===== config.mk =====
export PLATFORM = sky130hd
export DESIGN_NAME = lsu_ctrl
export DESIGN_NICKNAME = d
export VERILOG_FILES = /design/src/rtl/lsu_pkg.sv /design/src/rtl/lsu_lane_mux.sv /design/src/rtl/lsu_ctrl.sv
export SDC_FILE = /design/constraint.sdc
export NUM_CORES = 1
export LEC_CHECK = 0
export CAP_MARGIN = 30
export CORE_MARGIN = 2
export CORE_UTILIZATION = 25
export DETAILED_ROUTE_END_ITERATION = 10
export GPL_ROUTABILITY_DRIVEN = 0
export SLEW_MARGIN = 20
export SYNTH_ARGS = -nofsm -noshare
export SYNTH_HDL_FRONTEND = slang
export SYNTH_SLANG_ARGS = --single-unit

===== constraint.sdc =====
create_clock -name clkIn -period 2.14 [get_ports clkIn]
set_input_delay 0.535 -clock clkIn [delete_from_list [all_inputs] [get_ports clkIn]]
set_output_delay 0.535 -clock clkIn [all_outputs]
set_load 0.05 [all_outputs]

===== src/rtl/lsu_pkg.sv =====
// Shared definitions for the load/store sequencer: access-size codes,
// FSM state encoding and the word-index width helper.
package lsu_pkg;

  localparam logic [1:0] SZ_BYTE = 2'b00;
  localparam logic [1:0] SZ_HALF = 2'b01;
  localparam logic [1:0] SZ_WORD = 2'b10;
  localparam logic [1:0] SZ_RSVD = 2'b11;

  typedef enum logic [2:0] {IDLE, LD, RD, WR, DONE} state_t;

  // Word-index width for a memory of `depth` words (at least one bit).
  function automatic int idx_width(input int depth);
    return (depth > 1) ? $clog2(depth) : 1;
  endfunction

endpackage


===== src/rtl/lsu_lane_mux.sv =====
// Combinational lane steering: extracts/extends load data from a memory
// word and merges sub-word store data into an old word (little-endian lanes).
module lsu_lane_mux
  import lsu_pkg::*;
(
  input  logic [31:0] word,
  input  logic [1:0]  lane,
  input  logic [1:0]  size,
  input  logic        sgn,
  input  logic [31:0] new_data,
  output logic [31:0] load_data,
  output logic [31:0] merged
);

  logic [7:0]  byte_sel;
  logic [15:0] half_sel;

  // Load path: pick the addressed lane, then sign/zero extend.
  always_comb begin
    byte_sel = word[7:0];
    case (lane)
      2'd1:    byte_sel = word[15:8];
      2'd2:    byte_sel = word[23:16];
      2'd3:    byte_sel = word[31:24];
      default: byte_sel = word[7:0];
    endcase
    half_sel = lane[1] ? word[31:16] : word[15:0];
    case (size)
      SZ_BYTE: load_data = {{24{sgn & byte_sel[7]}}, byte_sel};
      SZ_HALF: load_data = {{16{sgn & half_sel[15]}}, half_sel};
      default: load_data = word;
    endcase
  end

  // Store path: overwrite only the addressed lane of the old word.
  always_comb begin
    merged = word;
    case (size)
      SZ_BYTE: begin
        case (lane)
          2'd0:    merged[7:0]   = new_data[7:0];
          2'd1:    merged[15:8]  = new_data[7:0];
          2'd2:    merged[23:16] = new_data[7:0];
          default: merged[31:24] = new_data[7:0];
        endcase
      end
      SZ_HALF: begin
        if (lane[1]) merged[31:16] = new_data[15:0];
        else         merged[15:0]  = new_data[15:0];
      end
      default: merged = new_data;
    endcase
  end

endmodule


===== src/rtl/lsu_ctrl.sv =====
// Load/store sequencer between core and word-wide data memory. One request
// at a time: IDLE -> LD | RD -> WR | WR | DONE(error) -> DONE -> IDLE.
// Optional macro LSU_ALIGN_CHECK_EN: when defined, misaligned, reserved-size
// and out-of-range requests are rejected with ErrOut; when undefined they are
// aligned down / treated as word / wrapped modulo DEPTH and ErrOut stays 0.
module lsu_ctrl
  import lsu_pkg::*;
#(
  parameter int DEPTH = 32,
  parameter int IDX_W = idx_width(DEPTH)
) (
  input  logic        clkIn,
  input  logic        resetIn,
  input  logic        ReqIn,
  input  logic        WeIn,
  input  logic [1:0]  SizeIn,
  input  logic        SignedIn,
  input  logic [31:0] AddrIn,
  input  logic [31:0] WDataIn,
  output logic        ReqReadyOut,
  output logic        DoneOut,
  output logic        ErrOut,
  output logic [31:0] LoadDataOut,
  output logic [31:0] MemAddrOut,
  output logic [31:0] MemDataOut,
  output logic        MemReadOut,
  output logic        MemWriteOut,
  input  logic [31:0] MemDataIn
);

  state_t      state, state_nxt;
  logic [1:0]  lane_q, size_q;
  logic        sgn_q, err_q;
  logic [31:0] wdata_q;

  logic [29:0]      waddr;
  logic [1:0]       size_n, lane_n;
  logic [IDX_W-1:0] idx_n;
  logic             err_n;
  logic [31:0]      load_data, merged;

  assign waddr = AddrIn[31:2];

  // Decode the incoming request: effective size, lane, word index, error.
  always_comb begin
`ifdef LSU_ALIGN_CHECK_EN
    size_n = SizeIn;
    lane_n = AddrIn[1:0];
    idx_n  = AddrIn[IDX_W+1:2];
    err_n  = (SizeIn == SZ_HALF && AddrIn[0]) ||
             (SizeIn == SZ_WORD && AddrIn[1:0] != 2'b00) ||
             (SizeIn == SZ_RSVD) ||
             ({2'b00, waddr} >= 32'(DEPTH));
`else
    size_n = (SizeIn == SZ_RSVD) ? SZ_WORD : SizeIn;
    lane_n = AddrIn[1:0];
    if (size_n == SZ_HALF) lane_n[0] = 1'b0;
    if (size_n == SZ_WORD) lane_n    = 2'b00;
    idx_n  = IDX_W'(waddr % 30'(DEPTH));
    err_n  = 1'b0;
`endif
  end

  lsu_lane_mux u_lane_mux (
    .word      (MemDataIn),
    .lane      (lane_q),
    .size      (size_q),
    .sgn       (sgn_q),
    .new_data  (wdata_q),
    .load_data (load_data),
    .merged    (merged)
  );

  // Next-state and strobes; memory strobes are gated by reset so a write
  // caught mid-flight by reset never reaches the memory.
  always_comb begin
    state_nxt   = state;
    ReqReadyOut = (state == IDLE);
    DoneOut     = (state == DONE);
    ErrOut      = (state == DONE) && err_q;
    MemReadOut  = !resetIn && (state == LD || state == RD);
    MemWriteOut = !resetIn && (state == WR);
    case (state)
      IDLE: if (ReqIn) begin
        if (err_n)                 state_nxt = DONE;
        else if (!WeIn)            state_nxt = LD;
        else if (size_n == SZ_WORD) state_nxt = WR;
        else                       state_nxt = RD;
      end
      LD:      state_nxt = DONE;
      RD:      state_nxt = WR;
      WR:      state_nxt = DONE;
      DONE:    state_nxt = IDLE;
      default: state_nxt = IDLE;
    endcase
  end

  // State register plus request capture, load result and write-data staging.
  always_ff @(posedge clkIn) begin
    if (resetIn) begin
      state       <= IDLE;
      lane_q      <= 2'b00;
      size_q      <= SZ_BYTE;
      sgn_q       <= 1'b0;
      err_q       <= 1'b0;
      wdata_q     <= '0;
      LoadDataOut <= '0;
      MemAddrOut  <= '0;
      MemDataOut  <= '0;
    end else begin
      state <= state_nxt;
      if (state == IDLE && ReqIn) begin
        lane_q  <= lane_n;
        size_q  <= size_n;
        sgn_q   <= SignedIn;
        err_q   <= err_n;
        wdata_q <= WDataIn;
        if (!err_n) MemAddrOut <= 32'(idx_n);
        if (!err_n && WeIn && size_n == SZ_WORD) MemDataOut <= WDataIn;
      end
      if (state == LD) LoadDataOut <= load_data;
      if (state == RD) MemDataOut  <= merged;
    end
  end

endmodule


---- After elaboration in Yosys (flattened, before gate mapping) ----
Cells that the tools add are included.
storage, ports and cells
  register bits after elaboration ......... 109
  word-level logic and storage cells ...... 56
  input port bits ......................... 103
cells by class
  equal/unequal tests ..................... 12
  reduce and logical (&&, ||, !) cells .... 14
  bitwise operators ....................... 2
  multiplexer cells ....................... 20
operator list
  cell                                           count
  case mux 32 bit (2 select lines)               2
  two-way mux 32 bit                             3
  two-way mux 16 bit                             3
  two-way mux 8 bit                              4
  case mux 8 bit (3 select lines)                1
  case mux 3 bit (3 select lines)                1
  == test 2 bit, second input constant           4
  == test 2 x 1 -> 1 bit, second input constant  3
  == test 3 x 2 -> 1 bit, second input constant  2
  two-way mux 2 bit                              3
  logical AND 1 bit                              4
  zero test 2 bit                                2
  nonzero test 2 bit                             2
  == test 3 x 1 -> 1 bit, second input constant  1
  == test 3 bit, second input constant           1
  zero test 3 bit                                1
  two-way mux 3 bit                              1
  OR reduction 3 bit                             1
  bitwise AND 1 bit                              2
  two-way mux 1 bit                              2
  != test 2 bit, second input constant           1
  AND reduction 2 bit                            1
  OR reduction 2 bit                             1
  zero test 1 bit                                1
  logical OR 1 bit                               1

---- Longest topological paths before layout ----
Gate-level depths: netlist of the first run.
  depth after elaboration ................. 7
  depth in mapped cells ................... 8
  depth with buffers taken out ............ 5

---- By module ----
A second synthesis of the first run with hierarchy kept.
second synthesis, totals
  cells, all modules ...................... 855
  area total of the unflattened synthesis .. 6422.4 um^2
modules (own cells, without submodules)
  module        cells an instance  area each (um^2)  times used
  lsu_ctrl      594                4692.0            1
  lsu_lane_mux  261                1730.4            1

---- Worst setup path after synthesis of the first run ----
No wires, ideal clock.
  path type ............................... in2out
  start ................................... input resetIn
  end ..................................... output MemReadOut
  arrival ................................. 1.912 ns
  data required time ...................... 1.605 ns
  setup slack ............................. -0.307 ns
  stages .................................. 4
  cell sequence ........................... clkbuf_1 > buf_1 > clkbuf_1 > a21oi_1
on the way
  longest elaborated chain between the ends .. 2
ends and longest elaborated chain
  element            line            text
  from (decl)        lsu_ctrl.sv:13  input logic resetIn,
  zero test 1 bit    lsu_ctrl.sv:81  MemReadOut = !resetIn && (state == LD || state == RD);
  logical AND 1 bit  lsu_ctrl.sv:81
  to (decl)          lsu_ctrl.sv:26  output logic MemReadOut,
No other way between the ends.

---- Worst setup path after layout of the first run ----
  start ................................... register state[0]
  end ..................................... output MemReadOut
on the way
  longest elaborated chain between the ends .. 3
  elaborated cells between the ends (all ways) .. 4
  those cells by class .................... eq/ne: 2; reduce/logical: 2
ends and longest elaborated chain
  element                                                           line             text
  from (decl)                                                       lsu_ctrl.sv:31   state_t state, state_nxt;
  from (signal assigned)                                            lsu_ctrl.sv:111  state <= state_nxt;
  == test 3 x 1 -> 1 bit or == test 3 x 2 -> 1 bit (tied branches)  lsu_ctrl.sv:81
  logical OR 1 bit *                                                lsu_ctrl.sv:81
  logical AND 1 bit *                                               lsu_ctrl.sv:81
Every way passes the cells marked *; elsewhere a longest branch is shown, timed or not.

==> summary.txt, run 1 <==
Status
  • Status: complete, no violations

Power and ir drop
  • Net Sw Frac: 0.361
  • LEAKAGE: 0.00281 uW
  • Combinational group share of total power: 0.314
  • Clock power frac: 0.282
  • Sw Pwr: 2070 uW
  • Reg power frac: 0.404
  • Pint: 3670 uW
  • Power per cell area: 725 nW/um^2
  • Peak supply drop: 0.346 mV

Critical path
  • CP Capture Type: output port
  • WP data required: 1.60 ns
  • Crit Path Max Fanout: 6
  • Worst setup path start: state[0]
  • R2R depth: 6
  • Crit path kind: reg2out
  • Reg2reg end: wdata_q[10]
  • Worst path max stage delay: 0.40 ns
  • R2r setup slk: 0.31 ns
  • Critical path endpoint: MemReadOut
  • Crit path DAT: 1.57 ns
  • Slowest CP cell: or3b_1
  • Reg-to-Reg Start: state[2]
  • Cell Chain, Critical Path: or3b_1 -> a21oi_2 -> buf_12
  • Startpoint types: register

Yosys
  • Synth top area cells: dfxtp_1 38%, nand2_1 7.8%, a21oi_1 6.9%
  • Top cell type's share of synthesized area: 0.378
  • XOR/XNOR share of the synthesized area: 0
  • Most frequent cells after synthesis: 120 x nand2_1, 109 x dfxtp_1, 80 x a21oi_1
  • Mapped Cells: 695
  • FF+latch count, synth: 109
  • Synth Area in Compound Gates: 0.277
  • Synth warn: 0
  • Synthesized area per cell: 8.30 um^2
  • Synth cell types: 56
  • EDFF count, synth: 0
  • Top FF cell, synth: dfxtp_1
  • Adder-cell area share of the yosys netlist: 0
  • Largest family of logic cells by synthesized area: compound AO/OA/AOI/OAI gates
  • Ys async rst share: 0
  • Post-Syn Area: 5770 um^2
  • Synth Area in Simple Gates: 0.183
  • Count leader, synth: nand2_1
  • Post-synthesis sequential area ratio: 0.378
  • Leading area contributor after synthesis: dfxtp_1
  • Mux cell area share after synthesis: 0.0647

Floorplanning
  • Die area: 24,300 um^2
  • IO Pins: 204
  • Initial core utilization: 0.255
  • Die X: 156 um
  • Placeable Area: 22,600 um^2
  • Cell Rows: 55
  • Die Ht: 156 um

Detailed routing
  • Routed via count: 5,743
  • DRT iter0 DRCs: 478
  • Wire per inst: 19.2 um
  • TritonRoute pass-1 iters: 5
  • Post-route ant nets: 0
  • DRC viols: 0
  • Via density: 5.05
  • Drt total wl: 21.9 mm

Final layout
  • Layout Nets: 950
  • Layout cells sized above 1: 0.182
  • Seq. cell area: 2190 um^2
  • Fill cell count: 2,361
  • Area grow syn2layout: 37.3%
  • Multi-input logic area: 3150 um^2

Min path
  • Hold Crit Class: reg2reg
  • Worst Hold Depth: 2

Global route
  • Initial antenna violation count: 1
  • Layer with the highest usage: met2
  • Largest net degree at the start of global routing: 38
  • Vias in the first global route: 5,530
  • Global Route met3 Usage: 0.0433
  • Met1 Usage GRT: 0.239
  • First-pass GRT wire length: 32.7 mm
  • Remaining global-route overflow: 0
  • GR met2 Demand/Resource: 0.280
  • Total GRT Usage: 0.178

CTS
  • Clock Sinks: 109
  • CTS tree: yes
  • TritonCTS buffer count: 9
  • H-Tree Depth: 3
  • Max clock buf depth: 2
  • Clock-pin slew on the worst setup and hold paths: 0.07 ns
  • Clock tree root driver cell: clkbuf_16
  • Worst-Skew Late Latency: 0.36 ns
  • Post CTS Setup Buffer Count: 0

Timing
  • # setup viols final: 0
  • Final Hold Vio Count: 0
  • Worst slew pin tran: 0.679 ns
  • Setup TNS: 0 ns
  • Final Critical Period: 2.10 ns
  • Period utilization: 0.983
  • Pins Over Slew Limit: 0
  • Final hold slack: 0.452 ns
  • Slew headroom: 0.544
  • Max Fclk: 475 MHz
  • Unrepaired setup endpoints after global routing: false
  • Clock skew: 0.0110 ns

Place
  • DPL Wire Length: 16.6 mm
  • Port buffer count: 150

Flow run
  • Max Cap Violations: 0
## critical path: cells and delay by family, from the launching register on
kind | cells | cell delay, ns
AOI/OAI and AO/OA | 1 | 0.24
buffers and inverters | 1 | 0.17
DFF | 1 | 0.39
and+or+nand+nor | 1 | 0.40
## cells in the final DEF (no fill, tap or decap), drive strengths merged, types with 8 or more instances in the layout
master and instances:
or3 8, nand3 15, dfxtp 109, nand2 120, a21oi 82, a22oi 12, nor2 47, buf 87
a31oi 10, conb 28, o221ai 13, a22o 9, mux2i 17, a211oi 31, mux2 18, o21ai 18
nor3 17, clkbuf 13, clkdlybuf4s50 114
## layout make-up
class | count | share of cell area
multi-input combinational | 517 | 0.398
antenna | 1 | 0.000316
inverter | 8 | 0.00379
timing repair buffer | 202 | 0.242
sequential | 109 | 0.276
clock buffer | 13 | 0.0316
tap | 285 | 0.0450
clock inverter | 3 | 0.00269
## sequential cells by signal (all words and copies together), names as in the netlist
signal	count
size_q	2
state	3
MemDataOut	32
sgn_q	1
lane_q	2
MemAddrOut	5
LoadDataOut	32
wdata_q	32
## how the worst min path moves through the flow
stage	from	to	slack, ns
detailed placement	wdata_q[22]	wdata_q[22]	0.45
floorplan	sgn_q	sgn_q	0.43
finish	wdata_q[20]	wdata_q[20]	0.45
CTS	wdata_q[22]	wdata_q[22]	0.45
global placement	wdata_q[22]	wdata_q[22]	0.44
global route	wdata_q[31]	wdata_q[31]	0.48
## layer usage
| layer | up-vias | wire length [um] |
|---|---|---|
| met5 | - | 0 |
| met4 | 0 | 379 |
| met3 | 20 | 1920 |
| met2 | 243 | 9880 |
| met1 | 2699 | 9710 |
| li1 | 2781 | - |
## kinds of logic after synthesis
kind of cell | Yosys count
DFF | 109
other | 1
AOI/OAI and AO/OA | 220
and+or+nand+nor | 234
buffers and inverters | 96
muxes | 35
## metrics by stage
stage / std cells / setup slack [ns] / area, um^2 / total power, uW / util
final: 1138 / 0.0363 / 7920 / 5740 / 0.350
after global routing: 1137 / 0.00204 / 7920 / 5970 / 0.350
after CTS: 1137 / 0.0208 / 7910 / 5770 / 0.349
after detailed placement: 1121 / -0.0794 / 7630 / 4160 / 0.337
after global placement: 1121 / -0.0233 / 7630 / 4150 / 0.337
after floorplan: 722 / -0.00178 / 5880 / 3500 / -
## power by group through the flow
stage | combinational, uW | sequential (uW) | clock [uW]
final | 1800 | 2320 | 1620
after detailed placement | 1800 | 2360 | 0
after CTS | 1810 | 2320 | 1650
after global placement | 1790 | 2360 | 0
after global routing | 1910 | 2340 | 1720
after floorplan | 796 | 2700 | 0
## timing repair
item | in CTS | in global routing
gates resized for setup | 1 | 4
pin swaps | 0 | 1
endpoints found under the setup margin | 1 | 2
hold buffers | 0 | 0
hold endpoints to repair | 0 | 0
(Power assumes the default switching activity.)
==> inputs of run 2 (changes only) <==
--- a/config.mk
+++ b/config.mk
@@ -6,10 +6,13 @@
 export NUM_CORES = 1
 export LEC_CHECK = 0
 export CAP_MARGIN = 30
+export CELL_PAD_IN_SITES_DETAIL_PLACEMENT = 2
+export CELL_PAD_IN_SITES_GLOBAL_PLACEMENT = 2
 export CORE_MARGIN = 2
 export CORE_UTILIZATION = 25
 export DETAILED_ROUTE_END_ITERATION = 10
 export GPL_ROUTABILITY_DRIVEN = 0
+export PLACE_DENSITY_LB_ADDON = 0.1
 export SLEW_MARGIN = 20
 export SYNTH_ARGS = -nofsm -noshare
 export SYNTH_HDL_FRONTEND = slang
==> run 2 against run 1 <==
Against the previous run: cell count rose by 0.88%; first-iteration DRC count down 46%; flip-flop and latch count stayed put; power is 4.5% higher; critical path depth is the same; clock skew decreased by 0.0014 ns; final area rose by 1.1%; clock power increased by 11%; wire length grew 18%; die area unchanged.
==> summary.txt, run 2 (synthesis gave the netlist of run 1 again) <==
CTS
  • Clock tree root driver cell: clkbuf_16
  • Post CTS Setup Buffer Count: 0 (unchanged)
  • Worst-Skew Late Latency: 0.36 ns (about the same)
  • Clock-pin slew on the worst setup and hold paths: 0.08 ns (about the same)
  • H-Tree Depth: 3 (unchanged)
  • TritonCTS buffer count: 9 (unchanged)
  • Clock Sinks: 109 (unchanged)
  • CTS tree: yes
  • Max clock buf depth: 2 (unchanged)

Critical path
  • Cell Chain, Critical Path: or3b_4 -> a21oi_4 -> buf_12
  • Slowest CP cell: or3b_4
  • Worst path max stage delay: 0.45 ns (+0.05 ns)
  • Startpoint types: register
  • Crit path kind: reg2out
  • Crit path DAT: 1.55 ns (-0.02 ns)
  • Crit Path Max Fanout: 8 (+2)
  • CP Capture Type: output port
  • WP data required: 1.60 ns (about the same)

Timing
  • Pins Over Slew Limit: 0 (unchanged)
  • Setup TNS: 0 ns (unchanged)
  • # setup viols final: 0 (unchanged)
  • Period utilization: 0.973 (-0.00974)
  • Final Hold Vio Count: 0 (unchanged)
  • Final WS setup: 0.0571 ns (+0.0209 ns)
  • Slew headroom: 0.554 (+0.00980)
  • Worst slew pin tran: 0.664 ns (-0.0146 ns)
  • Final Critical Period: 2.08 ns (-0.0209 ns)
  • Clock skew: 0.00959 ns (-0.00140 ns)
  • Unrepaired setup endpoints after global routing: false
  • Max Fclk: 480 MHz (+1.0%)

Flow run
  • Max Cap Violations: 0 (unchanged)

Place
  • DPL Wire Length: 19.8 mm (+19%)
  • Placed cells: 1,132 (+0.98%)
  • Pre-CTS WS: -0.167 ns (-0.0877 ns)
  • Port buffer count: 150 (unchanged)
  • Area post-placement: 7680 um^2 (+0.66%)

Final layout
  • Largest regs: LoadDataOut x32, MemDataOut x32, wdata_q x32
  • Fin cells: 1,148 (+0.88%)
  • Layout cells sized above 1: 0.203 (+0.0209)
  • Area grow syn2layout: 38.9%
  • Leading cell type in the layout, fill and taps excluded: nand2_1
  • Ant. Diodes: 0 (-1)
  • Layout Nets: 961 (+1.2%)
  • Fin area: 8010 um^2 (+1.1%)
  • Most frequent cells in the layout: 120 x nand2_1, 107 x dfxtp_1, 107 x clkdlybuf4s50_1

Global route
  • Remaining global-route overflow: 0 (unchanged)
  • Initial antenna violation count: 0 (-1)
  • First-pass GRT wire length: 38.6 mm (+18%)
  • Total GRT Usage: 0.209 (+0.0313)
  • Largest net degree at the start of global routing: 44 (+16%)
  • Vias in the first global route: 6,329 (+14%)

Floorplanning
  • Cell Rows: 55 (unchanged)
  • Initial core utilization: 0.255 (unchanged)
  • IO Pins: 204 (unchanged)
  • Placeable Area: 22,600 um^2 (unchanged)
  • Die Ht: 156 um (unchanged)
  • Die X: 156 um (unchanged)
  • Die area: 24,300 um^2 (unchanged)

Detailed routing
  • Via density: 5.17 (+2.5%)
  • Wire per inst: 22.4 um (+17%)
  • DRC viols: 0 (unchanged)
  • Drt total wl: 25.7 mm (+18%)
  • DRT iter0 DRCs: 257 (-46%)
  • Routed via count: 5,936 (+3.4%)
  • Post-route ant nets: 0 (unchanged)
  • TritonRoute pass-1 iters: 5 (unchanged)

Power and ir drop
  • Power per cell area: 749 nW/um^2 (+3.3%)
  • Peak supply drop: 0.322 mV (-6.8%)
  • Final Power: 6000 uW (+4.5%)
  • LEAKAGE: 0.00287 uW (+2.4%)

Status
  • Status: complete, no violations

Min path
  • Hold Crit Class: reg2reg
[run 2: worst paths after layout]
check             slack (ns)             end  depth (start not counted)        start
setup reg to reg        0.27  MemDataOut[21]                          4    lane_q[1]
hold reg to reg         0.46     wdata_q[27]                          2  wdata_q[27]
setup / recovery        0.06      MemReadOut                          3     state[2]
hold / removal          0.46     wdata_q[27]                          2  wdata_q[27]
[run 2: layout make-up]
cell class,count,area (um^2)
clock buffer,12,246
clock inverter,4,55.1
fill,2590,14600
inverter,8,30.0
multi-input combinational,517,3170
sequential,109,2180
tap,285,357
timing repair buffer,213,1960
[run 2: layer usage]
metal | vias up | global-route usage | share of wire
li1 | 2791 | - | -
met1 | 2964 | 0.268 | 0.44
met2 | 155 | 0.366 | 0.50
met3 | 26 | 0.0253 | 0.044
met4 | 0 | 0.0638 | 0.021
met5 | - | 0 | 0
[run 2: where the power goes]
part	switching, uW	total, uW	leakage [uW]	internal [uW]
Clock	853	1800	0.000143	951
Sequential	135	2330	0.000893	2190
Combinational	1200	1870	0.00184	665
Total	2190	6000	0.00287	3810
[run 2: worst max-delay path, delay by kind of cell, from the launching register on]
kind                   cells  cell delay, ns
DFF                        1            0.40
AOI/OAI and AO/OA          1            0.18
buffers and inverters      1            0.16
and+or+nand+nor            1            0.45
[run 2: stage by stage]
step,util,hold slack [ns]
2_1_floorplan,-,0.432
3_3_place_gp,0.339,0.442
3_5_place_dp,0.339,0.456
4_1_cts,0.353,0.467
5_1_grt,0.354,0.492
6_report,0.354,0.464
[run 2: repair_timing]
item                                   4_1_cts  5_1_grt
endpoints found under the hold margin        0        0
hold buffers                                 0        0
gates resized for setup                      2        3
setup endpoints to repair                    1        5
==> inputs of run 3 (changes only) <==
--- a/config.mk
+++ b/config.mk
@@ -16,4 +16,5 @@
 export SLEW_MARGIN = 20
 export SYNTH_ARGS = -nofsm -noshare
 export SYNTH_HDL_FRONTEND = slang
+export SYNTH_HIERARCHICAL = 1
 export SYNTH_SLANG_ARGS = --single-unit
==> run 3 against run 2 <==
Against the previous run: register-to-register slack got worse by 0.13 ns; clock skew up 0.0025 ns; flip-flop and latch count unchanged; worst hold slack got worse by 0.097 ns; combinational power is 13% higher; sequential power about the same; critical path depth down 2; via count up 15%.
==> summary.txt, run 3 <==
Status
  • Status: complete, no violations

Yosys
  • Synth Area in Simple Gates: 0.252 (+0.0698)
  • Post-Syn Area: 6420 um^2 (+11%)
  • Synth warn: 6 (+6)
  • Synth top area cells: dfxtp_1 34%, nand2_1 11%, a21oi_1 7.9%
  • Ys async rst share: 0 (unchanged)
  • FF+latch count, synth: 109 (unchanged)
  • Leading area contributor after synthesis: dfxtp_1
  • XOR/XNOR share of the synthesized area: 0.00136 (+0.00136)
  • Synthesized area per cell: 7.51 um^2 (-9.5%)
  • Mapped Cells: 855 (+23%)
  • Synth Area in Compound Gates: 0.268 (-0.00925)
  • Mux cell area share after synthesis: 0.0392 (-0.0255)
  • Count leader, synth: nand2_1
  • Largest family of logic cells by synthesized area: compound AO/OA/AOI/OAI gates
  • Top cell type's share of synthesized area: 0.340 (-0.0387)
  • Adder-cell area share of the yosys netlist: 0 (unchanged)
  • Top FF cell, synth: dfxtp_1
  • EDFF count, synth: 0 (unchanged)
  • Synth cell types: 48 (-14%)
  • Post-synthesis sequential area ratio: 0.340 (-0.0387)
  • Most frequent cells after synthesis: 186 x nand2_1, 109 x dfxtp_1, 101 x a21oi_1

Detailed routing
  • Via density: 5.11 (-1.1%)
  • Routed via count: 6,811 (+15%)
  • Drt total wl: 27.3 mm (+6.2%)
  • TritonRoute pass-1 iters: 4 (-1)
  • DRC viols: 0 (unchanged)
  • DRT iter0 DRCs: 345 (+34%)
  • Post-route ant nets: 0 (unchanged)
  • Wire per inst: 20.5 um (-8.5%)

Power and ir drop
  • Power per cell area: 726 nW/um^2 (-3.1%)
  • Peak supply drop: 0.306 mV (-4.9%)
  • LEAKAGE: 0.00338 uW (+17%)
  • Final Power: 6320 uW (+5.3%)

Critical path
  • Crit path DAT: 1.56 ns (about the same)
  • R2R depth: 7 (+3)
  • Cell Chain, Critical Path: clkdlybuf4s50_1
  • CP Capture Type: output port
  • WP data required: 1.60 ns (about the same)
  • Critical path buffers and inverters: 1 (unchanged)
  • Cell family with most CP delay: buffers and inverters
  • Slowest CP cell: clkdlybuf4s50_1
  • Crit Path Max Fanout: 3 (-5)
  • Startpoint types: register
  • Levels on crit path: 1 (-2)
  • Crit path kind: reg2out
  • Worst path max stage delay: 0.83 ns (+0.38 ns)

Timing
  • Final hold slack: 0.367 ns (-0.0968 ns)
  • Final WS setup: 0.0451 ns (-0.0120 ns)
  • Final Critical Period: 2.09 ns (+0.0120 ns)
  • Slew headroom: 0.440 (-0.115)
  • Worst slew pin tran: 0.841 ns (+0.177 ns)
  • Max Fclk: 477 MHz (-0.57%)
  • Pins Over Slew Limit: 0 (unchanged)
  • Clock skew: 0.0121 ns (+0.00251 ns)
  • # setup viols final: 0 (unchanged)
  • Unrepaired setup endpoints after global routing: false
  • Period utilization: 0.979 (+0.00562)
  • Final Hold Vio Count: 0 (unchanged)

Final layout
  • Most frequent cells in the layout: 186 x nand2_1, 113 x clkdlybuf4s50_1, 105 x dfxtp_1
  • Area grow syn2layout: 35.5%
  • Ant. Diodes: 0 (unchanged)
  • Layout Nets: 1,100 (+14%)
  • Largest regs: LoadDataOut x32, MemDataOut x32, wdata_q x32
  • Fill cell count: 2,942 (+14%)
  • Leading cell type in the layout, fill and taps excluded: nand2_1
  • Layout cells sized above 1: 0.147 (-0.0561)
  • Fin cells: 1,332 (+16%)

CTS
  • CTS tree: yes
  • Max clock buf depth: 2 (unchanged)
  • Clock tree root driver cell: clkbuf_16
  • Hold_buf cts: 0 (unchanged)
  • H-Tree Depth: 3 (unchanged)
  • Worst-Skew Late Latency: 0.37 ns (about the same)
  • Clock Sinks: 109 (unchanged)
  • TritonCTS buffer count: 9 (unchanged)
  • Clock-pin slew on the worst setup and hold paths: 0.08 ns (about the same)

Global route
  • First-pass GRT wire length: 41.8 mm (+8.2%)
  • Initial antenna violation count: 1 (+1)
  • Largest net degree at the start of global routing: 72 (+64%)
  • Remaining global-route overflow: 0 (unchanged)
  • Total GRT Usage: 0.202 (-0.00684)
  • Vias in the first global route: 6,894 (+8.9%)

Floorplanning
  • Die Ht: 164 um (+5.4%)
  • Placeable Area: 25,200 um^2 (+11%)
  • Die X: 164 um (+5.4%)
  • Initial core utilization: 0.255 (+0.000387)
  • IO Pins: 204 (unchanged)
  • Die area: 27,000 um^2 (+11%)
  • Cell Rows: 58 (+5.5%)

Flow run
  • Max Cap Violations: 0 (unchanged)

Place
  • Placed cells: 1,316 (+16%)
  • DPL Wire Length: 20.5 mm (+3.5%)
  • Port buffer count: 150 (unchanged)
  • Pre-CTS WS: -0.103 ns (+0.0636 ns)

Min path
  • Worst Hold Depth: 2 (unchanged)
  • Hold Crit Class: in2reg
## run 3: cell types whose count changed after synthesis, sizes merged, moves of 12 or more
| cell | previous run | this run |
|---|---|---|
| a211o | 0 | 32 |
| a211oi | 31 | 0 |
| a21oi | 82 | 101 |
| a22oi | 12 | 0 |
| a31oi | 10 | 34 |
| buf | 58 | 83 |
| nand2 | 120 | 187 |
| nand2b | 5 | 28 |
| nand3 | 15 | 57 |
| nor2 | 47 | 23 |
| nor3 | 17 | 2 |
| o21ai | 18 | 38 |
| o22ai | 1 | 16 |
## run 3: metal layers
| layer | part of all wire | up-vias | global-route usage | wire length [um] |
|---|---|---|---|---|
| met4 | 0.012 | 2 | 0.0502 | 324 |
| met5 | 0.00048 | - | 0 | 13 |
| met1 | 0.48 | 3389 | 0.279 | 13000 |
| met3 | 0.044 | 17 | 0.0295 | 1210 |
| li1 | - | 3252 | - | - |
| met2 | 0.47 | 151 | 0.329 | 12800 |
## run 3: worst paths after layout
check / slack (ns) / from / endpoint
min reg2reg: 0.45 / wdata_q[18] / wdata_q[18]
max reg2reg: 0.14 / lane_q[0] / MemDataOut[9]
max: 0.05 / MemDataOut[4] / MemDataOut[4]
min: 0.37 / resetIn / state[2]
## run 3: power by group
part           switching [uW]  internal [uW]  leakage (uW)  total, uW
Sequential                154           2200      0.000894       2350
Clock                     872            988      0.000157       1860
Combinational            1340            772       0.00233       2110
Total                    2360           3960       0.00338       6320
## run 3: metrics by stage
| step | cell area, um^2 | util | setup TNS [ns] |
|---|---|---|---|
| after global routing | 8700 | 0.346 | 0 |
| after CTS | 8690 | 0.345 | 0 |
| final | 8700 | 0.346 | 0 |
| after global placement | 8370 | 0.332 | -0.889 |
| after detailed placement | 8370 | 0.332 | -1.05 |
| after floorplan | 6520 | - | -0.747 |
## run 3: final cells by class
cell class | count | area [um^2] | area share
timing repair buffer | 216 | 2050 | 0.236
clock buffer | 11 | 253 | 0.0290
clock inverter | 5 | 65.1 | 0.00748
sequential | 109 | 2190 | 0.251
inverter | 2 | 7.51 | 0.000863
tap | 330 | 413 | 0.0475
multi-input combinational | 659 | 3720 | 0.428
## run 3: cell families (layout without fill, tap and decap cells)
logic type | count (synthesis) | after routing
other cells | 1 | 28
flops | 109 | 109
compound gates | 267 | 267
buf+inv | 114 | 234
xor+xnor | 1 | 1
mux | 19 | 19
simple gates | 344 | 344
## run 3: repair_timing
item | in CTS | in global routing
resized for setup | 0 | 4
endpoints found under the setup margin | 0 | 4
setup buffers | 0 | 0
